===== config.mk =====
export PLATFORM = sky130hd
export DESIGN_NAME = requant_output_stage
export DESIGN_NICKNAME = d
export VERILOG_FILES = /design/src/rtl/npu_pkg.sv /design/src/rtl/requant_lane.sv /design/src/rtl/requant_output_stage.sv
export SDC_FILE = /design/constraint.sdc
export NUM_CORES = 2
export LEC_CHECK = 0
export ABC_AREA = 0
export CAP_MARGIN = 20
export CORE_MARGIN = 10
export CORE_UTILIZATION = 35
export DETAILED_ROUTE_END_ITERATION = 16
export GPL_ROUTABILITY_DRIVEN = 0
export GPL_TIMING_DRIVEN = 1
export HOLD_SLACK_MARGIN = 0.06
export PLACE_DENSITY = 0.55
export SLEW_MARGIN = 15
export SYNTH_ARGS = -nofsm -noshare
export SYNTH_HDL_FRONTEND = slang
export SYNTH_HIERARCHICAL = 1
export SYNTH_SLANG_ARGS = --single-unit

===== constraint.sdc =====
create_clock -name clk -period 6.5 [get_ports clk]
set_input_delay 0.65 -clock clk [delete_from_list [all_inputs] [get_ports clk]]
set_output_delay 0.65 -clock clk [all_outputs]
set_load 0.01 [all_outputs]

===== src/rtl/npu_pkg.sv =====
// rtl/npu_pkg.sv - shared defaults, saturation limit and FSM encoding for the requant output stage
package npu_pkg;

  // Default lane geometry; the top and lane modules take these as parameter defaults.
  localparam int ARRAY_N_DEF   = 16;
  localparam int IN_WIDTH_DEF  = 32;
  localparam int OUT_WIDTH_DEF = 8;
  localparam int SHIFT_W_DEF   = 5;
  localparam int CNT_W_DEF     = 16;

  // Largest unsigned value representable in a default-width output lane.
  localparam int OUT_MAX = (1 << OUT_WIDTH_DEF) - 1;

  typedef enum logic [1:0] {
    ST_IDLE = 2'd0,
    ST_RUN  = 2'd1,
    ST_FIN  = 2'd2
  } state_e;

endpackage


===== src/rtl/requant_lane.sv =====
// rtl/requant_lane.sv - single-lane clamp, rounding right-shift and unsigned saturation
import npu_pkg::*;

module requant_lane #(
  parameter int IN_WIDTH  = IN_WIDTH_DEF,
  parameter int OUT_WIDTH = OUT_WIDTH_DEF,
  parameter int SHIFT_W   = SHIFT_W_DEF,
  parameter int SAT_MAX   = OUT_MAX
) (
  input  logic [IN_WIDTH-1:0]  lane_in,
  input  logic [SHIFT_W-1:0]   shift,
  output logic [OUT_WIDTH-1:0] lane_out
);

  // One extra bit of headroom so the half-LSB rounding add never wraps.
  localparam logic [IN_WIDTH:0] SAT_EXT = (IN_WIDTH + 1)'(SAT_MAX);

  logic [IN_WIDTH:0] ext;
  logic [IN_WIDTH:0] rnd;
  logic [IN_WIDTH:0] sum;
  logic [IN_WIDTH:0] shifted;

  // Negative inputs clamp to zero; otherwise round-half-up, shift, then saturate.
  always_comb begin
    ext = {1'b0, lane_in};
    rnd = '0;
    if (shift != '0) begin
      rnd = {{IN_WIDTH{1'b0}}, 1'b1} << (shift - SHIFT_W'(1));
    end
    sum     = ext + rnd;
    shifted = sum >> shift;
    if (lane_in[IN_WIDTH-1]) begin
      lane_out = '0;
    end else if (shifted > SAT_EXT) begin
      lane_out = SAT_EXT[OUT_WIDTH-1:0];
    end else begin
      lane_out = shifted[OUT_WIDTH-1:0];
    end
  end

endmodule


===== src/rtl/requant_output_stage.sv =====
// rtl/requant_output_stage.sv - per-layer requantization with valid/ready output register and done pulse
import npu_pkg::*;

module requant_output_stage #(
  parameter int ARRAY_N   = ARRAY_N_DEF,
  parameter int IN_WIDTH  = IN_WIDTH_DEF,
  parameter int OUT_WIDTH = OUT_WIDTH_DEF,
  parameter int SHIFT_W   = SHIFT_W_DEF,
  parameter int CNT_W     = CNT_W_DEF
) (
  input  logic                          clk,
  input  logic                          reset,
  input  logic                          start,
  input  logic [SHIFT_W-1:0]            cfg_shift,
  input  logic [CNT_W-1:0]              cfg_count,
  input  logic                          in_valid,
  output logic                          in_ready,
  input  logic [ARRAY_N*IN_WIDTH-1:0]   data_in,
  output logic                          out_valid,
  input  logic                          out_ready,
  output logic [ARRAY_N*OUT_WIDTH-1:0]  data_out,
  output logic                          busy,
  output logic                          done
);

  state_e                         state_q, state_d;
  logic [SHIFT_W-1:0]             shift_q, shift_d;
  logic [CNT_W-1:0]               count_q, count_d;
  logic [CNT_W-1:0]               acc_cnt_q, acc_cnt_d;
  logic [CNT_W-1:0]               emit_cnt_q, emit_cnt_d;
  logic                           out_valid_q, out_valid_d;
  logic [ARRAY_N*OUT_WIDTH-1:0]   data_out_q, data_out_d;
  logic [ARRAY_N*OUT_WIDTH-1:0]   lanes_rq;
  logic                           accept;
  logic                           out_hs;

  for (genvar i = 0; i < ARRAY_N; i++) begin : g_lane
    requant_lane #(
      .IN_WIDTH (IN_WIDTH),
      .OUT_WIDTH(OUT_WIDTH),
      .SHIFT_W  (SHIFT_W),
      .SAT_MAX  ((1 << OUT_WIDTH) - 1)
    ) u_lane (
      .lane_in (data_in[IN_WIDTH*i +: IN_WIDTH]),
      .shift   (shift_q),
      .lane_out(lanes_rq[OUT_WIDTH*i +: OUT_WIDTH])
    );
  end

  // Accept only while the layer still owes vectors and the output slot is free or draining.
  assign in_ready  = (state_q == ST_RUN) && (acc_cnt_q < count_q) && (!out_valid_q || out_ready);
  assign accept    = in_valid && in_ready;
  assign out_hs    = out_valid_q && out_ready;
  assign out_valid = out_valid_q;
  assign data_out  = data_out_q;
  assign busy      = (state_q == ST_RUN);
  assign done      = (state_q == ST_FIN);

  // Next-state, counter and output-register update.
  always_comb begin
    state_d     = state_q;
    shift_d     = shift_q;
    count_d     = count_q;
    acc_cnt_d   = acc_cnt_q;
    emit_cnt_d  = emit_cnt_q;
    out_valid_d = out_valid_q;
    data_out_d  = data_out_q;
    case (state_q)
      ST_IDLE: begin
        if (start) begin
          shift_d    = cfg_shift;
          count_d    = cfg_count;
          acc_cnt_d  = '0;
          emit_cnt_d = '0;
          state_d    = (cfg_count == '0) ? ST_FIN : ST_RUN;
        end
      end
      ST_RUN: begin
        if (accept) begin
          acc_cnt_d = acc_cnt_q + CNT_W'(1);
        end
        if (out_hs) begin
          emit_cnt_d = emit_cnt_q + CNT_W'(1);
          if (emit_cnt_q + CNT_W'(1) == count_q) begin
            state_d = ST_FIN;
          end
        end
      end
      ST_FIN:  state_d = ST_IDLE;
      default: state_d = ST_IDLE;
    endcase
    if (accept) begin
      out_valid_d = 1'b1;
      data_out_d  = lanes_rq;
    end else if (out_hs) begin
      out_valid_d = 1'b0;
    end
  end

  // State registers; reset discards any in-flight vector and the layer config.
  always_ff @(posedge clk or negedge reset) begin
    if (!reset) begin
      state_q     <= ST_IDLE;
      shift_q     <= '0;
      count_q     <= '0;
      acc_cnt_q   <= '0;
      emit_cnt_q  <= '0;
      out_valid_q <= 1'b0;
      data_out_q  <= '0;
    end else begin
      state_q     <= state_d;
      shift_q     <= shift_d;
      count_q     <= count_d;
      acc_cnt_q   <= acc_cnt_d;
      emit_cnt_q  <= emit_cnt_d;
      out_valid_q <= out_valid_d;
      data_out_q  <= data_out_d;
    end
  end

endmodule


---- After elaboration in Yosys (flattened, before gate mapping) ----
Index checks and enable logic that the tools add are counted.
storage, ports and cells
  bits in registers ....................... 184
  RAM bits ................................ 0
  output and inout bits ................... 132
  memories ................................ 0
  input port bits ......................... 538
  latch bits .............................. 0
  bits in read-only memories .............. 0
  logic and storage cells ................. 127
operators by class
  mux-type cells .......................... 45
  shift operators ......................... 17
  equal/unequal tests ..................... 7
  bitwise operators ....................... 0
  divide/modulo/power cells ............... 0
  reductions and logical operators ........ 15
  $lt $le $gt $ge ......................... 17
  add/sub/neg operators ................... 19
  $mul .................................... 0
operator list
  kind                                                    number
  adder 32 x 33 -> 33 bit                                 16
  > comparator 33 x 8 -> 1 bit (second input constant)    16
  >> shifter 33 x 5 -> 33 bit                             16
  two-way mux 8 bit                                       32
  case mux 16 bit (2 select lines)                        2
  two-way mux 16 bit                                      3
  two-way mux 33 bit                                      1
  << shifter 1 x 5 -> 33 bit (first input constant)       1
  adder 16 x 1 -> 16 bit (second input constant)          2
  equality test 16 bit                                    1
  zero test 16 bit                                        1
  < comparator 16 bit                                     1
  AND reduction 3 bit                                     3
  two-way mux 2 bit                                       4
  inequality test 2 x 1 -> 1 bit (second input constant)  3
  nonzero test 5 bit                                      1
  subtractor 5 x 1 -> 5 bit (second input constant)       1
  logical AND 1 bit                                       4
  case mux 2 bit (2 select lines)                         1
  nonzero test 2 bit                                      2
  equality test 2 x 1 -> 1 bit (second input constant)    1
  equality test 2 bit (second input constant)             1
  zero test 2 bit                                         1
  two-way mux 1 bit                                       2
  4 further kinds                                         4

---- Logic depth before layout (Yosys ltp) ----
  depth after elaboration ................. 8
  depth in mapped cells ................... 24
  depth with buffers taken out ............ 19

---- Modules after synthesis ----
Netlist, hierarchy kept.
by module, submodules not included
  module                                seq. area each (µm²)  times used  cells an instance  area an instance (µm²)
  requant_lane (g_lane[10].u_lane ...)  0.0                   8           730                4926.0
  requant_lane (g_lane[5].u_lane ...)   0.0                   4           811                5338.9
  requant_output_stage                  4604.4                1           702                8389.3
  requant_lane (g_lane[0].u_lane)       0.0                   1           737                5084.9
  requant_lane (g_lane[13].u_lane)      0.0                   1           788                5046.1
  requant_lane (g_lane[9].u_lane)       0.0                   1           728                4873.4
  requant_lane (g_lane[12].u_lane)      0.0                   1           691                4576.9

---- Least setup slack after synthesis ----
OpenSTA, ideal clock, no wires.
  path type ............................... flip-flop to flip-flop
  from .................................... register shift_q[2]
  to ...................................... register data_out_q[110], in the netlist data_out[110]
  buffers on the path ..................... 6
  period minus slack after synthesis ...... 6525 ps
  data arrival time ....................... 6400 ps
  path slack .............................. -25 ps
  required time ........................... 6375 ps
  setup time .............................. 125 ps
  stages on the path, launching flop included .. 24
  cell sequence ........................... dfrtp_1 > clkbuf_1 > clkbuf_1 > clkbuf_1 > clkbuf_1 > buf_1 > nor2_1 > nand2_1 > nor2_1 > ha_1 > buf_6 > a21oi_1 > o21ai_1 > a21o_1 > or4_1 > nand4_1 > o32ai_1 > o211a_1 > mux2_2 > a211oi_1 > nand4_1 > a2111oi_4 > a21oi_1 > mux2_2
on the way
  longest elaborated chain between the ends .. 8
  elaborated cells between the ends (all ways) .. 9
  classes of those cells .................. add/sub (2); order compare (1); shift (2); mux (3); reduce/logical (1)
RTL lines
  element                          line                         source
  from (decl)                      requant_output_stage.sv:27   logic [SHIFT_W-1:0] shift_q, shift_d;
  from (signal assigned)           requant_output_stage.sv:112  shift_q <= shift_d;
  subtractor 5 x 1 -> 5 bit        requant_lane.sv:28           rnd = {{IN_WIDTH{1'b0}}, 1'b1} << (shift - SHIFT_W'(1));
  << shifter 1 x 5 -> 33 bit       requant_lane.sv:28
  two-way mux 33 bit               requant_lane.sv:27           if (shift != '0) begin
  adder 32 x 33 -> 33 bit          requant_lane.sv:30           sum = ext + rnd;
  >> shifter 33 x 5 -> 33 bit (*)  requant_lane.sv:31           shifted = sum >> shift;
  > comparator 33 x 8 -> 1 bit     requant_lane.sv:34           end else if (shifted > SAT_EXT) begin
  two-way mux 8 bit (*)            requant_lane.sv:34
  two-way mux 8 bit (*)            requant_lane.sv:32           if (lane_in[IN_WIDTH-1]) begin
  via lanes_rq[110]                requant_output_stage.sv:33   logic [ARRAY_N*OUT_WIDTH-1:0] lanes_rq;
  to (signal assigned)             requant_output_stage.sv:117  data_out_q <= data_out_d;
  to (decl)                        requant_output_stage.sv:32   logic [ARRAY_N*OUT_WIDTH-1:0] data_out_q, data_out_d;
The timed path passes the listed nets; every way through them passes the cells marked *.
A chain may end at the register's enable or synchronous reset.

---- Worst setup path in the final report ----
  from .................................... register shift_q[2]
  to ...................................... register data_out_q[39], in the netlist data_out[39]
The elaborated chain is that of the path after synthesis.

==> impl_metrics.env <==
export IMPL_drive_gt1_share_pct=11.3
export IMPL_synth_area_per_cell_um2=6.97
export IMPL_numCtsBuffers=17
export IMPL_multi_input_area_mm2=0.0785
export IMPL_ant_nets=0
export IMPL_grt_max_degree=145
export IMPL_ff_latch_area_mm2=0.00462
export IMPL_die_h_um=524
export IMPL_timing_final_crit_share_pct=95.1
export IMPL_grt_usage_pct=27.1
export IMPL_slowest_delay_ns=0.64
export IMPL_num_io_pins=670
export IMPL_synthCells=12700
export IMPL_nets=14100
export IMPL_syn_area_mm2=0.0887
export IMPL_topRoutingLayerUsed="met5"
export IMPL_p_seq_share_pct=5.5
export IMPL_yosysWarningCount=6
export IMPL_met2_length_mm=175
export IMPL_critPathLaunch="shift_q[2]"
export IMPL_drt_met1_wl_mm=173
export IMPL_tns_ns=0
export IMPL_fmax_mhz=162
export IMPL_grt_ovfl_total=0
export IMPL_drc=0
export IMPL_r2r_start="shift_q[2]"
export IMPL_finalHoldViolCount=0
export IMPL_relSlewSlack_pct=23.7
export IMPL_initial_core_util_pct=35.2
export IMPL_ff2ff_setup_slack_ns=0.32
export IMPL_worstPathMaxFanout=24
export IMPL_critPathLaunchType="register"
export IMPL_rows=184
export IMPL_avgViaCountPerCell=6.49
export IMPL_cts_buffer_depth=2
export IMPL_internal_power_mw=16.3
export IMPL_clock_sinks=184
export IMPL_synth_async_reset_ratio_pct=100
export IMPL_hold_buffers=0
export IMPL_wirelength_mm=397
export IMPL_first_iter_violations=13100
export IMPL_port_buffers=669
export IMPL_outcome="complete, no violations"
export IMPL_path_clk_slew_ns=0.10
export IMPL_rsz0062_at_grt="false"
export IMPL_dp_hpwl_mm=320
export IMPL_syn2layout_area_growth_pct=12.6
export IMPL_tritoncts="done"
export IMPL_final_core_util_pct=39.7
export IMPL_sw_frac_of_total_pct=60.0
export IMPL_p_comb_share_pct=91.5
export IMPL_ys_types=152
export IMPL_grt_pass1_wl_mm=602
export IMPL_vias=106000
export IMPL_criticalPathCategory="reg2reg"
export IMPL_clock_skew_final_ns=0.0236
export IMPL_ff2ff_path_depth=19
export IMPL_crit_path_end_kind="register"
export IMPL_p_clk_share_pct=3.0
export IMPL_crit_arrival_ns=6.63
export IMPL_clk_insertion_delay_late_ns=0.56
export IMPL_ys_flop_type="dfrtp_1"
export IMPL_setup_viol=0
export IMPL_dieArea_mm2=0.274
export IMPL_synth_seq_cells=184
export IMPL_min_path_type="in2async"
export IMPL_antenna_found_initial=61
export IMPL_wire_per_inst_um=24.3
export IMPL_finalMaxSlewViolations=0
export IMPL_power_leakage_nw=38.4
export IMPL_cellPowerDensity_mw_per_mm2=409
export IMPL_h_tree_depth=4
export IMPL_fp_dieW_um=524
export IMPL_power_switching_mw=24.5
export IMPL_crit_chain="buf_12, buf_12, clkinv_1, nor2_1, nand2_1, nor2_1, ha_1, nand2_1, or4_1, nor4_2, o21a_1, nor3_1, or4_4, or2_0, a22oi_1, o211ai_2, o21ai_4, a31oi_1, mux2_2"
export IMPL_cpMaxStageDelayCell="or4_1"
export IMPL_worstReg2RegEnd="data_out[39]"
export IMPL_critPathRequiredTime_ns=6.95
export IMPL_cts_root_buf="clkbuf_16"
export IMPL_fp_coreArea_mm2=0.252
export IMPL_fillCellCount=27000
export IMPL_synth_edf_count=0
export IMPL_final_cell_mix="nor2_1, nand2_1, a21oi_1"
export IMPL_synth_seq_area_share_pct=5.19
export IMPL_worst_slew_pin_slew_ns=1.13
export IMPL_vdd_drop_max_uv=295
export IMPL_drv_cap=0
export IMPL_hold_slack_ns=0.129
export IMPL_final_common_cell="nor2_1"
export IMPL_wl_met3_mm=32.5
export IMPL_syn_num_nets=13800
export IMPL_drtPass1Iterations=9
export IMPL_min_period_ns=6.18
export IMPL_grt_pass1_vias=97900
-- flip-flops by register name, indices dropped and copies added (netlist names) --
name,count
data_out,128
emit_cnt_q,16
acc_cnt_q,16
count_q,16
shift_q,5
state_q,2
out_valid,1
-- area by class of cell --
cell class / count / share of cell area, %
multi-input combinational: 11300 / 78.6
timing repair buffer: 1168 / 10.8
sequential: 184 / 4.63
tap: 3348 / 4.19
inverter: 276 / 1.04
clock buffer: 17 / 0.426
clock inverter: 15 / 0.213
antenna: 33 / 0.0827
-- synthesized netlist by cell type, types with 131 or more instances --
master | count | area share (%)
xnor2_1 | 232 | 2.3
clkbuf_1 | 474 | 2.0
o21ai_1 | 227 | 1.3
o21a_1 | 187 | 1.6
inv_1 | 244 | 1.0
xor2_1 | 154 | 1.5
mux4_2 | 134 | 3.4
and3_1 | 134 | 0.94
a21oi_1 | 939 | 5.3
dfrtp_1 | 184 | 5.2
a31oi_1 | 211 | 1.5
and2_1 | 131 | 0.92
nor2_1 | 1460 | 6.2
nand2_1 | 1415 | 6.0
o211ai_1 | 323 | 2.7
nand4_1 | 329 | 2.3
buf_2 | 215 | 1.2
ha_1 | 529 | 7.5
a211oi_1 | 266 | 2.3
o31ai_1 | 133 | 1.1
a21o_1 | 141 | 1.2
mux2i_1 | 468 | 5.3
o21ai_0 | 493 | 2.8
mux2_2 | 221 | 2.8
nand3_1 | 256 | 1.4
nor3_1 | 448 | 2.5
-- per-layer routing --
metal	global-route usage, %	vias to the layer above
met1	36.8	50600
li1	-	49900
met3	4.45	757
met4	11.0	44
met5	0	-
met2	42.4	5017
-- how the worst max path moves through the flow --
stage,endpoint,slack (ns)
after detailed placement,data_out[82],0.21
after floorplan,data_out[110],0.37
after CTS,data_out[1],0.20
after global routing,data_out[0],0.001
final,data_out[39],0.32
after global placement,data_out[82],0.22
-- cells by family (layout without fill, tap and decap cells) --
logic type | after synthesis | after routing | share of synthesized area (%)
compound gates | 4547 | 4547 | 37.2
xor+xnor | 391 | 391 | 3.90
fa+ha+maj | 545 | 545 | 7.82
buf+inv | 1199 | 1476 | 6.36
flops | 184 | 184 | 5.19
mux | 846 | 846 | 12.1
other cells | 16 | 49 | 0.0677
simple gates | 5002 | 5002 | 27.3
-- metrics by stage --
stage               instances  area [µm²]  power (mW)  setup WS, ns
floorplan               12700       88700        27.1         0.368
global placement        16300       99100        38.8         0.217
detailed placement      16300       99100        38.6         0.214
CTS                     16400       99700        40.1         0.202
global route            16400       99900        43.7       0.00136
finish                  16400       99900        40.9         0.322
-- critical path, delay by kind of cell (launching register included) --
kind | cells | cell delay (ns)
DFF | 1 | 0.57
muxes | 1 | 0.29
AOI/OAI and AO/OA | 5 | 1.13
adders and majority gates | 1 | 0.43
and+or+nand+nor | 9 | 2.86
buffers and inverters | 3 | 0.75
-- repair_timing --
item / CTS / global route
gates resized for setup: 0 / 11
endpoints found under the setup margin: 0 / 63
setup buffers: 0 / 4
-- power groups by stage --
| stage | combinational [mW] | clock [mW] | sequential, mW |
|---|---|---|---|
| floorplan | 24.9 | 0 | 2.24 |
| global placement | 36.5 | 0 | 2.32 |
| detailed placement | 36.3 | 0 | 2.33 |
| CTS | 36.4 | 1.30 | 2.31 |
| global route | 40.0 | 1.34 | 2.30 |
| finish | 37.4 | 1.23 | 2.25 |
Note: power is estimated with default switching activity, not from simulation.
